==> src/rtl/pipeline_ctrl_if.sv <==
`default_nettype none
// ============================================================================
// Module      : pipeline_ctrl_if
// Description : Hazard inputs and stage-control outputs of the RV32I
//               pipeline stall/flush controller, bundled as one interface.
//               The master side raises hazards and observes the controls.
//               The slave side is the controller itself.
// Revision    : 1.0 - initial release
// ============================================================================
interface pipeline_ctrl_if #(
  parameter int CNT_WIDTH = 32
);
  // Hazard sources
  logic                 load_use_stall_i;
  logic                 branch_taken_i;
  logic                 ex_busy_i;
  logic                 mem_busy_i;

  // Per-stage register controls
  logic                 pc_en_o;
  logic                 if_id_en_o;
  logic                 if_id_flush_o;
  logic                 id_ex_en_o;
  logic                 id_ex_flush_o;
  logic                 ex_mem_en_o;
  logic                 ex_mem_flush_o;
  logic                 mem_wb_en_o;

  // Debug view
  logic [1:0]           state_o;
  logic [CNT_WIDTH-1:0] stall_cnt_o;
  logic [CNT_WIDTH-1:0] flush_cnt_o;

  // Hazard producers / control consumers
  modport master (
    output load_use_stall_i, branch_taken_i, ex_busy_i, mem_busy_i,
    input  pc_en_o, if_id_en_o, if_id_flush_o, id_ex_en_o, id_ex_flush_o,
           ex_mem_en_o, ex_mem_flush_o, mem_wb_en_o,
           state_o, stall_cnt_o, flush_cnt_o
  );

  // The controller
  modport slave (
    input  load_use_stall_i, branch_taken_i, ex_busy_i, mem_busy_i,
    output pc_en_o, if_id_en_o, if_id_flush_o, id_ex_en_o, id_ex_flush_o,
           ex_mem_en_o, ex_mem_flush_o, mem_wb_en_o,
           state_o, stall_cnt_o, flush_cnt_o
  );
endinterface
`default_nettype wire

==> src/rtl/pipeline_ctrl.sv <==
`default_nettype none
// ============================================================================
// Module      : pipeline_ctrl
// Description : Central stall/flush controller for the 5-stage RV32I
//               pipeline. Merges load-use stall, EX redirect, multi-cycle
//               EX busy and data-memory wait into per-stage enables and
//               bubble controls. A redirect seen while frozen is latched
//               and applied once the pipeline advances. Saturating stall
//               and flush counters feed the debug view.
// Revision    : 1.0 - initial release
// ============================================================================
module pipeline_ctrl #(
  parameter int CNT_WIDTH = 32
) (
  input  wire              clk_i,
  input  wire              rst_i,
  pipeline_ctrl_if.slave   bus
);

  typedef enum logic [1:0] {
    ST_RUN     = 2'd0,
    ST_FREEZE  = 2'd1,
    ST_EX_WAIT = 2'd2
  } state_t;

  localparam logic [CNT_WIDTH-1:0] c_cnt_one = {{(CNT_WIDTH-1){1'b0}}, 1'b1};

  // Registered state
  state_t               r_state;
  logic                 r_flush_pending;
  logic [CNT_WIDTH-1:0] r_stall_cnt;
  logic [CNT_WIDTH-1:0] r_flush_cnt;

  // Combinational controls
  logic w_redir;
  logic w_redir_apply;
  logic w_pc_en;
  logic w_if_id_en;
  logic w_if_id_flush;
  logic w_id_ex_en;
  logic w_id_ex_flush;
  logic w_ex_mem_en;
  logic w_ex_mem_flush;
  logic w_mem_wb_en;

  // A latched redirect counts exactly like a fresh pulse
  assign w_redir = bus.branch_taken_i | r_flush_pending;

  // The redirect only takes effect when nothing is holding the pipeline
  assign w_redir_apply = !rst_i && !bus.mem_busy_i && !bus.ex_busy_i && w_redir;

  // Priority decode of the stage enables and bubble controls
  always_comb begin
    w_pc_en        = 1'b1;
    w_if_id_en     = 1'b1;
    w_if_id_flush  = 1'b0;
    w_id_ex_en     = 1'b1;
    w_id_ex_flush  = 1'b0;
    w_ex_mem_en    = 1'b1;
    w_ex_mem_flush = 1'b0;
    w_mem_wb_en    = 1'b1;
    if (rst_i) begin
      // Hold every register and push NOPs into the front three
      w_pc_en        = 1'b0;
      w_if_id_en     = 1'b0;
      w_id_ex_en     = 1'b0;
      w_ex_mem_en    = 1'b0;
      w_mem_wb_en    = 1'b0;
      w_if_id_flush  = 1'b1;
      w_id_ex_flush  = 1'b1;
      w_ex_mem_flush = 1'b1;
    end else if (bus.mem_busy_i) begin
      // Full freeze: nothing moves and nothing is squashed
      w_pc_en     = 1'b0;
      w_if_id_en  = 1'b0;
      w_id_ex_en  = 1'b0;
      w_ex_mem_en = 1'b0;
      w_mem_wb_en = 1'b0;
    end else if (bus.ex_busy_i) begin
      // Front held, bubble behind EX so older instructions drain
      w_pc_en        = 1'b0;
      w_if_id_en     = 1'b0;
      w_id_ex_en     = 1'b0;
      w_ex_mem_flush = 1'b1;
    end else if (w_redir) begin
      // Wrong-path instructions in IF/ID and ID/EX are squashed; a
      // simultaneous load-use stall is moot since its victim is squashed
      w_if_id_flush = 1'b1;
      w_id_ex_flush = 1'b1;
    end else if (bus.load_use_stall_i) begin
      // Hold the front, insert a bubble into EX
      w_pc_en       = 1'b0;
      w_if_id_en    = 1'b0;
      w_id_ex_flush = 1'b1;
    end
  end

  // Controller state and the pending-redirect latch
  always_ff @(posedge clk_i) begin
    if (rst_i) begin
      r_state         <= ST_RUN;
      r_flush_pending <= 1'b0;
    end else begin
      if (bus.mem_busy_i) begin
        r_state <= ST_FREEZE;
      end else if (bus.ex_busy_i) begin
        r_state <= ST_EX_WAIT;
      end else begin
        r_state <= ST_RUN;
      end

      // Set and clear are mutually exclusive: the clear needs both busies low
      if (bus.branch_taken_i && (bus.mem_busy_i || bus.ex_busy_i)) begin
        r_flush_pending <= 1'b1;
      end else if (w_redir_apply) begin
        r_flush_pending <= 1'b0;
      end
    end
  end

  // Saturating counters of stalled cycles and applied redirects
  always_ff @(posedge clk_i) begin
    if (rst_i) begin
      r_stall_cnt <= '0;
      r_flush_cnt <= '0;
    end else begin
      if (!w_pc_en && !(&r_stall_cnt)) begin
        r_stall_cnt <= r_stall_cnt + c_cnt_one;
      end
      if (w_redir_apply && !(&r_flush_cnt)) begin
        r_flush_cnt <= r_flush_cnt + c_cnt_one;
      end
    end
  end

  assign bus.pc_en_o        = w_pc_en;
  assign bus.if_id_en_o     = w_if_id_en;
  assign bus.if_id_flush_o  = w_if_id_flush;
  assign bus.id_ex_en_o     = w_id_ex_en;
  assign bus.id_ex_flush_o  = w_id_ex_flush;
  assign bus.ex_mem_en_o    = w_ex_mem_en;
  assign bus.ex_mem_flush_o = w_ex_mem_flush;
  assign bus.mem_wb_en_o    = w_mem_wb_en;
  assign bus.state_o        = r_state;
  assign bus.stall_cnt_o    = r_stall_cnt;
  assign bus.flush_cnt_o    = r_flush_cnt;

endmodule
`default_nettype wire

==> src/flat_wrapper.sv <==
// flat-port wrapper written by rule: the top's interface ports become plain ports
module pipeline_ctrl_flat 
#(
  parameter int CNT_WIDTH = 32
)
  (clk_i, rst_i, bus_load_use_stall_i, bus_branch_taken_i, bus_ex_busy_i, bus_mem_busy_i, bus_pc_en_o, bus_if_id_en_o, bus_if_id_flush_o, bus_id_ex_en_o, bus_id_ex_flush_o, bus_ex_mem_en_o, bus_ex_mem_flush_o, bus_mem_wb_en_o, bus_state_o, bus_stall_cnt_o, bus_flush_cnt_o);
  pipeline_ctrl_if #(.CNT_WIDTH(CNT_WIDTH)) bus_i ();
  input  wire clk_i;
  input  wire rst_i;
  input wire logic [$bits(bus_i.load_use_stall_i)-1:0] bus_load_use_stall_i;
  input wire logic [$bits(bus_i.branch_taken_i)-1:0] bus_branch_taken_i;
  input wire logic [$bits(bus_i.ex_busy_i)-1:0] bus_ex_busy_i;
  input wire logic [$bits(bus_i.mem_busy_i)-1:0] bus_mem_busy_i;
  output wire logic [$bits(bus_i.pc_en_o)-1:0] bus_pc_en_o;
  output wire logic [$bits(bus_i.if_id_en_o)-1:0] bus_if_id_en_o;
  output wire logic [$bits(bus_i.if_id_flush_o)-1:0] bus_if_id_flush_o;
  output wire logic [$bits(bus_i.id_ex_en_o)-1:0] bus_id_ex_en_o;
  output wire logic [$bits(bus_i.id_ex_flush_o)-1:0] bus_id_ex_flush_o;
  output wire logic [$bits(bus_i.ex_mem_en_o)-1:0] bus_ex_mem_en_o;
  output wire logic [$bits(bus_i.ex_mem_flush_o)-1:0] bus_ex_mem_flush_o;
  output wire logic [$bits(bus_i.mem_wb_en_o)-1:0] bus_mem_wb_en_o;
  output wire logic [$bits(bus_i.state_o)-1:0] bus_state_o;
  output wire logic [$bits(bus_i.stall_cnt_o)-1:0] bus_stall_cnt_o;
  output wire logic [$bits(bus_i.flush_cnt_o)-1:0] bus_flush_cnt_o;
  assign bus_i.load_use_stall_i = bus_load_use_stall_i;
  assign bus_i.branch_taken_i = bus_branch_taken_i;
  assign bus_i.ex_busy_i = bus_ex_busy_i;
  assign bus_i.mem_busy_i = bus_mem_busy_i;
  assign bus_pc_en_o = bus_i.pc_en_o;
  assign bus_if_id_en_o = bus_i.if_id_en_o;
  assign bus_if_id_flush_o = bus_i.if_id_flush_o;
  assign bus_id_ex_en_o = bus_i.id_ex_en_o;
  assign bus_id_ex_flush_o = bus_i.id_ex_flush_o;
  assign bus_ex_mem_en_o = bus_i.ex_mem_en_o;
  assign bus_ex_mem_flush_o = bus_i.ex_mem_flush_o;
  assign bus_mem_wb_en_o = bus_i.mem_wb_en_o;
  assign bus_state_o = bus_i.state_o;
  assign bus_stall_cnt_o = bus_i.stall_cnt_o;
  assign bus_flush_cnt_o = bus_i.flush_cnt_o;
  pipeline_ctrl #(.CNT_WIDTH(CNT_WIDTH)) u_core (.clk_i(clk_i), .rst_i(rst_i), .bus(bus_i));
endmodule
==> config.mk <==
export PLATFORM = sky130hd
export DESIGN_NAME = pipeline_ctrl_flat
export DESIGN_NICKNAME = d
export VERILOG_FILES = /design/src/rtl/pipeline_ctrl_if.sv /design/src/rtl/pipeline_ctrl.sv /design/src/flat_wrapper.sv
export SDC_FILE = /design/constraint.sdc
export NUM_CORES = 1
export LEC_CHECK = 0
export CORE_ASPECT_RATIO = 1.25
export CORE_MARGIN = 4
export CORE_UTILIZATION = 50
export DETAILED_ROUTE_END_ITERATION = 10
export PLACE_DENSITY = 0.81
export SLEW_MARGIN = 25
export SYNTH_ARGS = -nofsm -noshare
export SYNTH_HDL_FRONTEND = slang
export SYNTH_SLANG_ARGS = --single-unit
==> constraint.sdc <==
create_clock -name clk_i -period 3.5 [get_ports clk_i]
set_clock_uncertainty 0.05 [all_clocks]
set_input_delay 0.7 -clock clk_i [delete_from_list [all_inputs] [get_ports clk_i]]
set_output_delay 0.7 -clock clk_i [all_outputs]
set_load 0.1 [all_outputs]
==> impl_metrics.py, run 1 <==
metrics = {
    "status": {
        "status": "finished, final reports clean",
    },
    "worst_setup_path": {
        "cp-startpoint": "bus_mem_busy_i",
        "crit-reg2reg-launch": "u_core.bus.flush_cnt_o[0]",
        "cp_slowest_cell": "or4_1",
        "rr_worst_depth": 6,
        "reg2reg_setup_slack_ns": 1.15,
        "slowest_delay_ns": 0.51,
        "path_class": "primary input to register",
        "crit_top_cell": "or3_4",
        "critPathArrivalTime_ns": 3.20,
        "crit_chain": "clkdlybuf4s50_1, or3_4, or3_1, or3_4, or4_1, a21oi_1",
        "cp.required_ns": 3.71,
        "crit_fanout": 6,
        "endpoint_kind": "register",
        "critPathLaunchType": "primary input",
        "r2r_end": "u_core.bus.flush_cnt_o[22]",
    },
    "drt": {
        "routed_wl_microns": 9338,
        "drc": 0,
        "wire_per_inst_microns": 15.83,
        "first_iter_violations": 156,
        "dr.pass1.iters": 4,
        "final_antenna_net_count": 0,
        "viasPerCell": 6.064,
        "vias": 3578,
    },
    "synth": {
        "synth_warnings": 0,
        "ys.flop_type": "dfxtp_1",
        "syn_inst": 425,
        "yosysTopAreaCellShare_pct": 38.55,
        "yosys-top-cells-area": "dfxtp_1 39%, a21oi_1 5.8%, o31ai_1 5.2%",
        "yosysMostFrequentCell": "dfxtp_1",
        "ys_types": 47,
        "synth.avg_cell_area_sq_um": 8.187,
        "synthesis.nets": 433,
        "synth-edff-count": 0,
        "synth_common_cells": "67 x dfxtp_1, 40 x a21oi_1, 37 x nor2_1",
        "yosysTopAreaCell": "dfxtp_1",
        "async_flop_share_pct": 0,
        "ys_seq_area_share_pct": 38.55,
        "ys_ff_latch": 67,
        "synth_area_sq_um": 3480,
    },
    "power": {
        "peakVddDrop_mv": 0.3414,
        "power_density_nw_per_um2": 340.2,
        "power_uw": 1491,
        "leakagePower_uw": 0.001547,
    },
    "grt": {
        "grt_util_all_layers_pct": 22.89,
        "grt_pass1_wl_microns": 15350,
        "antenna_found_initial": 0,
        "grt-ovfl-total": 0,
        "grt_max_degree": 83,
        "grt_pass1_vias": 3338,
    },
    "min_path": {
        "min-delay-start": "u_core.bus.flush_cnt_o[7]",
        "min_path_cells": 2,
        "min_path_type": "register to register",
        "hold-path-endpoint": "u_core.bus.flush_cnt_o[7]",
    },
    "die": {
        "die_w_microns": 82.62,
        "core_area_sq_um": 6648,
        "die_area_sq_um": 8366,
        "row_count": 33,
        "io_pins": 80,
        "die_height_microns": 101.3,
        "start_util_pct": 52.34,
    },
    "timing": {
        "final_max_slew_viol_count": 0,
        "rsz0062_at_grt": "false",
        "hold_viol": 0,
        "setup_viol": 0,
        "relSlewSlack_pct": 34.27,
        "fin_setup_tns_ns": 0,
        "tightestPinTransition_ns": 0.9828,
        "max_freq_mhz": 334.5,
        "worst_slack_ns": 0.5100,
        "finalCriticalPeriod_ns": 2.990,
        "post-route-period-util_pct": 85.43,
    },
    "clocking": {
        "cts_buffers": 9,
        "cts_max_path_buffers": 2,
        "worstSkewPairLatency_ns": 0.34,
        "cts_tree": "done",
        "clkTransAtPathRegs_ns": 0.07,
        "postCtsSetupBuffers": 0,
        "cts_num_sinks": 67,
        "cts_resized": 0,
        "ctsHoldBuffers": 0,
        "htree_levels": 3,
        "cts_root_buffer": "clkbuf_8",
    },
    "cells_and_area": {
        "antennaDiodeCount": 0,
        "layout-drive-gt1-share_pct": 21.47,
        "nNetsFinal": 508,
        "area_growth_pct": 25.93,
        "fill_cells": 590,
    },
    "placement": {
        "dp_hpwl_microns": 6823,
        "place_ws_ns": 0.1932,
        "portBuffers": 79,
        "gp_congestion": 0.8398,
    },
    "run": {
        "cap_violations": 0,
    },
}
## worst max-delay path, delay by kind of cell
family          cells  cell delay [ns]
compound gates      1             0.15
buf+inv             1             0.48
simple gates        4             1.86
## final cells by class
type | instances | area (sq um) | share of cell area [%]
Tap cell | 87 | 108.9 | 2.484
Inverter | 8 | 30.03 | 0.6853
Clock inverter | 2 | 12.51 | 0.2856
Multi-Input combinational cell | 326 | 2013 | 45.95
Sequential cell | 67 | 1341 | 30.61
Clock buffer | 12 | 155.1 | 3.541
Timing Repair Buffer | 88 | 720.7 | 16.45
## registers in the layout (all words and copies together), names as in the netlist
signal                  flops
u_core.bus.stall_cnt_o     32
u_core.r_flush_pending      1
u_core.bus.state_o          2
u_core.bus.flush_cnt_o     32
## cells by family after synthesis
group / count (synthesis) / share of synthesized area, %
XOR/XNOR: 11 / 2.769
multiplexers: 10 / 3.129
buffers and inverters: 32 / 3.775
AND/OR/NAND/NOR: 205 / 33.44
adder cells (fa/ha/maj): 2 / 0.7191
flip-flops: 67 / 38.55
AO/OA/AOI/OAI: 98 / 17.62
## layer usage
layer | wire, microns | track usage [%] | up-vias
met4 | 147 | 8.302 | 0
li1 | - | - | 1764
met2 | 4864 | 40.62 | 95
met3 | 488 | 4.804 | 12
met1 | 3838 | 26.67 | 1707
met5 | 0 | 0 | -
## metrics by stage
| stage | cells | utilization (%) | hold WS [ns] | instance area, sq um |
|---|---|---|---|---|
| 2_1_floorplan | 425 | - | 0.4844 | 3486 |
| 3_3_place_gp | 576 | 63.39 | 0.4254 | 4214 |
| 3_5_place_dp | 576 | 63.39 | 0.4486 | 4214 |
| 4_1_cts | 590 | 65.91 | 0.4586 | 4382 |
| 5_1_grt | 590 | 65.91 | 0.4694 | 4382 |
| 6_report | 590 | 65.91 | 0.4575 | 4382 |
## worst max-delay path by stage
| stage | slack (ns) | cells past startpoint | end |
|---|---|---|---|
| after floorplan | 0.02 | 6 | bus_mem_wb_en_o |
| after global placement | 0.23 | 6 | u_core.bus.flush_cnt_o[22] |
| after detailed placement | 0.19 | 6 | u_core.bus.flush_cnt_o[22] |
| after CTS | 0.54 | 6 | u_core.bus.flush_cnt_o[22] |
| after global routing | 0.42 | 6 | u_core.bus.flush_cnt_o[22] |
| final | 0.51 | 6 | u_core.bus.flush_cnt_o[22] |
## power by group
group / switching, uW / total, uW / internal [uW]
Sequential: 5.75 / 774 / 768
Combinational: 113 / 149 / 35.5
Clock: 281 / 568 / 287
## cell usage in the layout (no fill, tap or decap), types with 11 or more instances in the layout
| master | synthesis | final |
|---|---|---|
| a21oi_1 | 40 | 39 |
| buf_4 | 2 | 74 |
| clkbuf_8 | 0 | 11 |
| dfxtp_1 | 67 | 67 |
| nand2_1 | 26 | 26 |
| nand3_1 | 18 | 18 |
| nand4_1 | 25 | 25 |
| nor2_1 | 37 | 36 |
| nor3_1 | 13 | 13 |
| o21ai_0 | 13 | 13 |
| o31ai_1 | 24 | 24 |
| or3_1 | 13 | 13 |
| or4_1 | 24 | 24 |
Power figures use the tool's default switching activity.
==> run 2, diff against run 1 <==
Settings changed: CORE_MARGIN 4 to not set, GPL_TIMING_DRIVEN set to 0.
==> run 2 against run 1 <==
Core utilization is 3.3 points higher. Total power up 12%. Critical path depth shrank 1. Count of clock-buffer cells in the layout did not move.
==> impl_metrics.py, run 2 (synthesis results as in run 1) <==
metrics = {
    "drt": {
        "wire_per_inst_microns": 16.19,
        "first_iter_violations": 247,
        "vias": 3734,
        "routed_wl_microns": 9814,
        "drc": 0,
        "viasPerCell": 6.162,
        "dr.pass1.iters": 7,
        "final_antenna_net_count": 0,
    },
    "worst_setup_path": {
        "cp_top_family": "buffers and inverters",
        "crit_chain": "clkdlybuf4s50_1, clkbuf_2, clkbuf_4, nand2b_1, clkdlybuf4s15_1",
        "crit-reg2reg-launch": "u_core.bus.flush_cnt_o[18]",
        "path_buf_inv": 4,
        "r2r_end": "u_core.bus.flush_cnt_o[27]",
        "critPathLaunchType": "primary input",
        "reg2reg_setup_slack_ns": 0.76,
        "cp.required_ns": 2.75,
        "rr_worst_depth": 7,
        "endpoint_kind": "output pin",
        "slowest_delay_ns": 0.81,
        "crit_fanout": 19,
        "cp_slowest_cell": "clkdlybuf4s15_1",
        "critPathArrivalTime_ns": 2.71,
        "path_class": "primary input to output pin",
    },
    "clocking": {
        "postCtsSetupBuffers": 0,
        "cts_tree": "done",
        "cts_num_sinks": 67,
        "htree_levels": 3,
        "clkTransAtPathRegs_ns": 0.07,
        "cts_max_path_buffers": 2,
        "worstSkewPairLatency_ns": 0.34,
        "cts_root_buffer": "clkbuf_8",
        "cts_buffers": 9,
    },
    "die": {
        "die_height_microns": 95.27,
        "row_count": 33,
        "die_area_sq_um": 7299,
        "die_w_microns": 76.62,
        "start_util_pct": 52.34,
        "core_area_sq_um": 6648,
        "io_pins": 80,
    },
    "power": {
        "peakVddDrop_mv": 0.2339,
        "power_density_nw_per_um2": 361.5,
        "leakagePower_uw": 0.001450,
        "power_uw": 1664,
    },
    "timing": {
        "finalCriticalPeriod_ns": 3.459,
        "whs_ns": 0.4613,
        "post-route-period-util_pct": 98.82,
        "rsz0062_at_grt": "false",
        "tightestPinTransition_ns": 1.001,
        "final_max_slew_viol_count": 0,
        "setup_viol": 0,
        "relSlewSlack_pct": 33.05,
        "hold_viol": 0,
        "max_freq_mhz": 289.1,
    },
    "cells_and_area": {
        "layout_commonest_cell": "clkdlybuf4s50_1",
        "fill_cells": 565,
        "antennaDiodeCount": 0,
        "design_area_sq_um": 4602,
        "layout.cells.most_common_list": "71 x clkdlybuf4s50_1, 67 x dfxtp_1, 39 x a21oi_1, 36 x nor2_1, 26 x nand2_1",
        "area_growth_pct": 32.25,
        "layout-drive-gt1-share_pct": 8.671,
        "nNetsFinal": 522,
    },
    "grt": {
        "grt-ovfl-total": 0,
        "grt_pass1_wl_microns": 15610,
        "antenna_found_initial": 0,
        "grt_max_degree": 20,
        "grt_util_all_layers_pct": 27.26,
        "grt_pass1_vias": 3281,
    },
    "min_path": {
        "min_path_type": "register to register",
        "hold-path-endpoint": "u_core.bus.stall_cnt_o[19]",
        "min_path_cells": 2,
        "min-delay-start": "u_core.bus.stall_cnt_o[19]",
    },
    "placement": {
        "portBuffers": 79,
        "place_area_sq_um": 4385,
        "dp_hpwl_microns": 7269,
        "gp_congestion": 0.9130,
    },
    "run": {
        "cap_violations": 0,
    },
    "status": {
        "status": "finished, final reports clean",
    },
}
## run 2: cell count changes in the layout (fill, tap and decap cells not counted), moves of 2 or more
cell	delta
buf_12	-3
clkbuf_2	+3
clkdlybuf4s50_1	+61
buf_4	-72
buf_2	+4
clkdlybuf4s15_1	+2
clkbuf_1	+14
clkdlybuf4s15_2	+2
bufinv_16	+2
## run 2: layout make-up
| cell class | instances | area, sq um | share of cell area (%) |
|---|---|---|---|
| inverter | 8 | 30.03 | 0.6525 |
| buffer | 23 | 103.9 | 2.257 |
| clock inverter | 4 | 72.57 | 1.577 |
| clock buffer | 12 | 155.1 | 3.371 |
| multi-input combinational | 326 | 2013 | 43.75 |
| tap | 87 | 108.9 | 2.365 |
| timing repair buffer | 79 | 777.0 | 16.88 |
| sequential | 67 | 1341 | 29.15 |
## run 2: what timing repair did
| item | in CTS | in global routing |
|---|---|---|
| hold buffers | 0 | 0 |
| resized for setup | 22 | 6 |
| setup endpoints to repair | 8 | 4 |
## run 2: power by group
part | leakage, uW | switching [uW] | total (uW) | internal [uW]
registers | 0.000541 | 6.59 | 775 | 768
logic | 0.000797 | 118 | 153 | 35.0
clock network | 0.000113 | 297 | 736 | 439
## run 2: worst max-delay path by stage
stage | depth (start not counted) | start | slack (ns) | end
global placement | 8 | rst_i | -1.32 | bus_mem_wb_en_o
finish | 5 | rst_i | 0.04 | bus_ex_mem_flush_o
floorplan | 6 | rst_i | 0.02 | bus_mem_wb_en_o
CTS | 5 | bus_mem_busy_i | 0.009 | bus_pc_en_o
detailed placement | 8 | rst_i | -1.37 | bus_mem_wb_en_o
global route | 5 | rst_i | 0.005 | bus_ex_mem_flush_o
## run 2: per-stage QoR
step | setup TNS (ns) | std cells | utilization [%] | setup slack, ns
3_3_place_gp | -6.619 | 591 | 65.97 | -1.318
5_1_grt | 0 | 606 | 69.23 | 0.005483
2_1_floorplan | 0 | 425 | - | 0.02188
3_5_place_dp | -6.796 | 591 | 65.97 | -1.373
6_report | 0 | 606 | 69.23 | 0.04140
4_1_cts | 0 | 606 | 69.47 | 0.009349
## run 2: worst reg2reg max path, delay by kind of cell, from the launching register on
family	cells	cell delay [ns]
DFF	1	0.33
and+or+nand+nor	3	0.92
muxes	1	0.34
buffers and inverters	2	0.73
AOI/OAI and AO/OA	1	0.26
## run 2: per-layer routing
metal | vias up | global-route usage (%) | part of all wire, %
met5 | - | 0 | 0
met4 | 0 | 15.87 | 3.7
met3 | 34 | 3.445 | 4.9
met2 | 144 | 51.35 | 52
met1 | 1755 | 29.45 | 40
li1 | 1801 | - | -
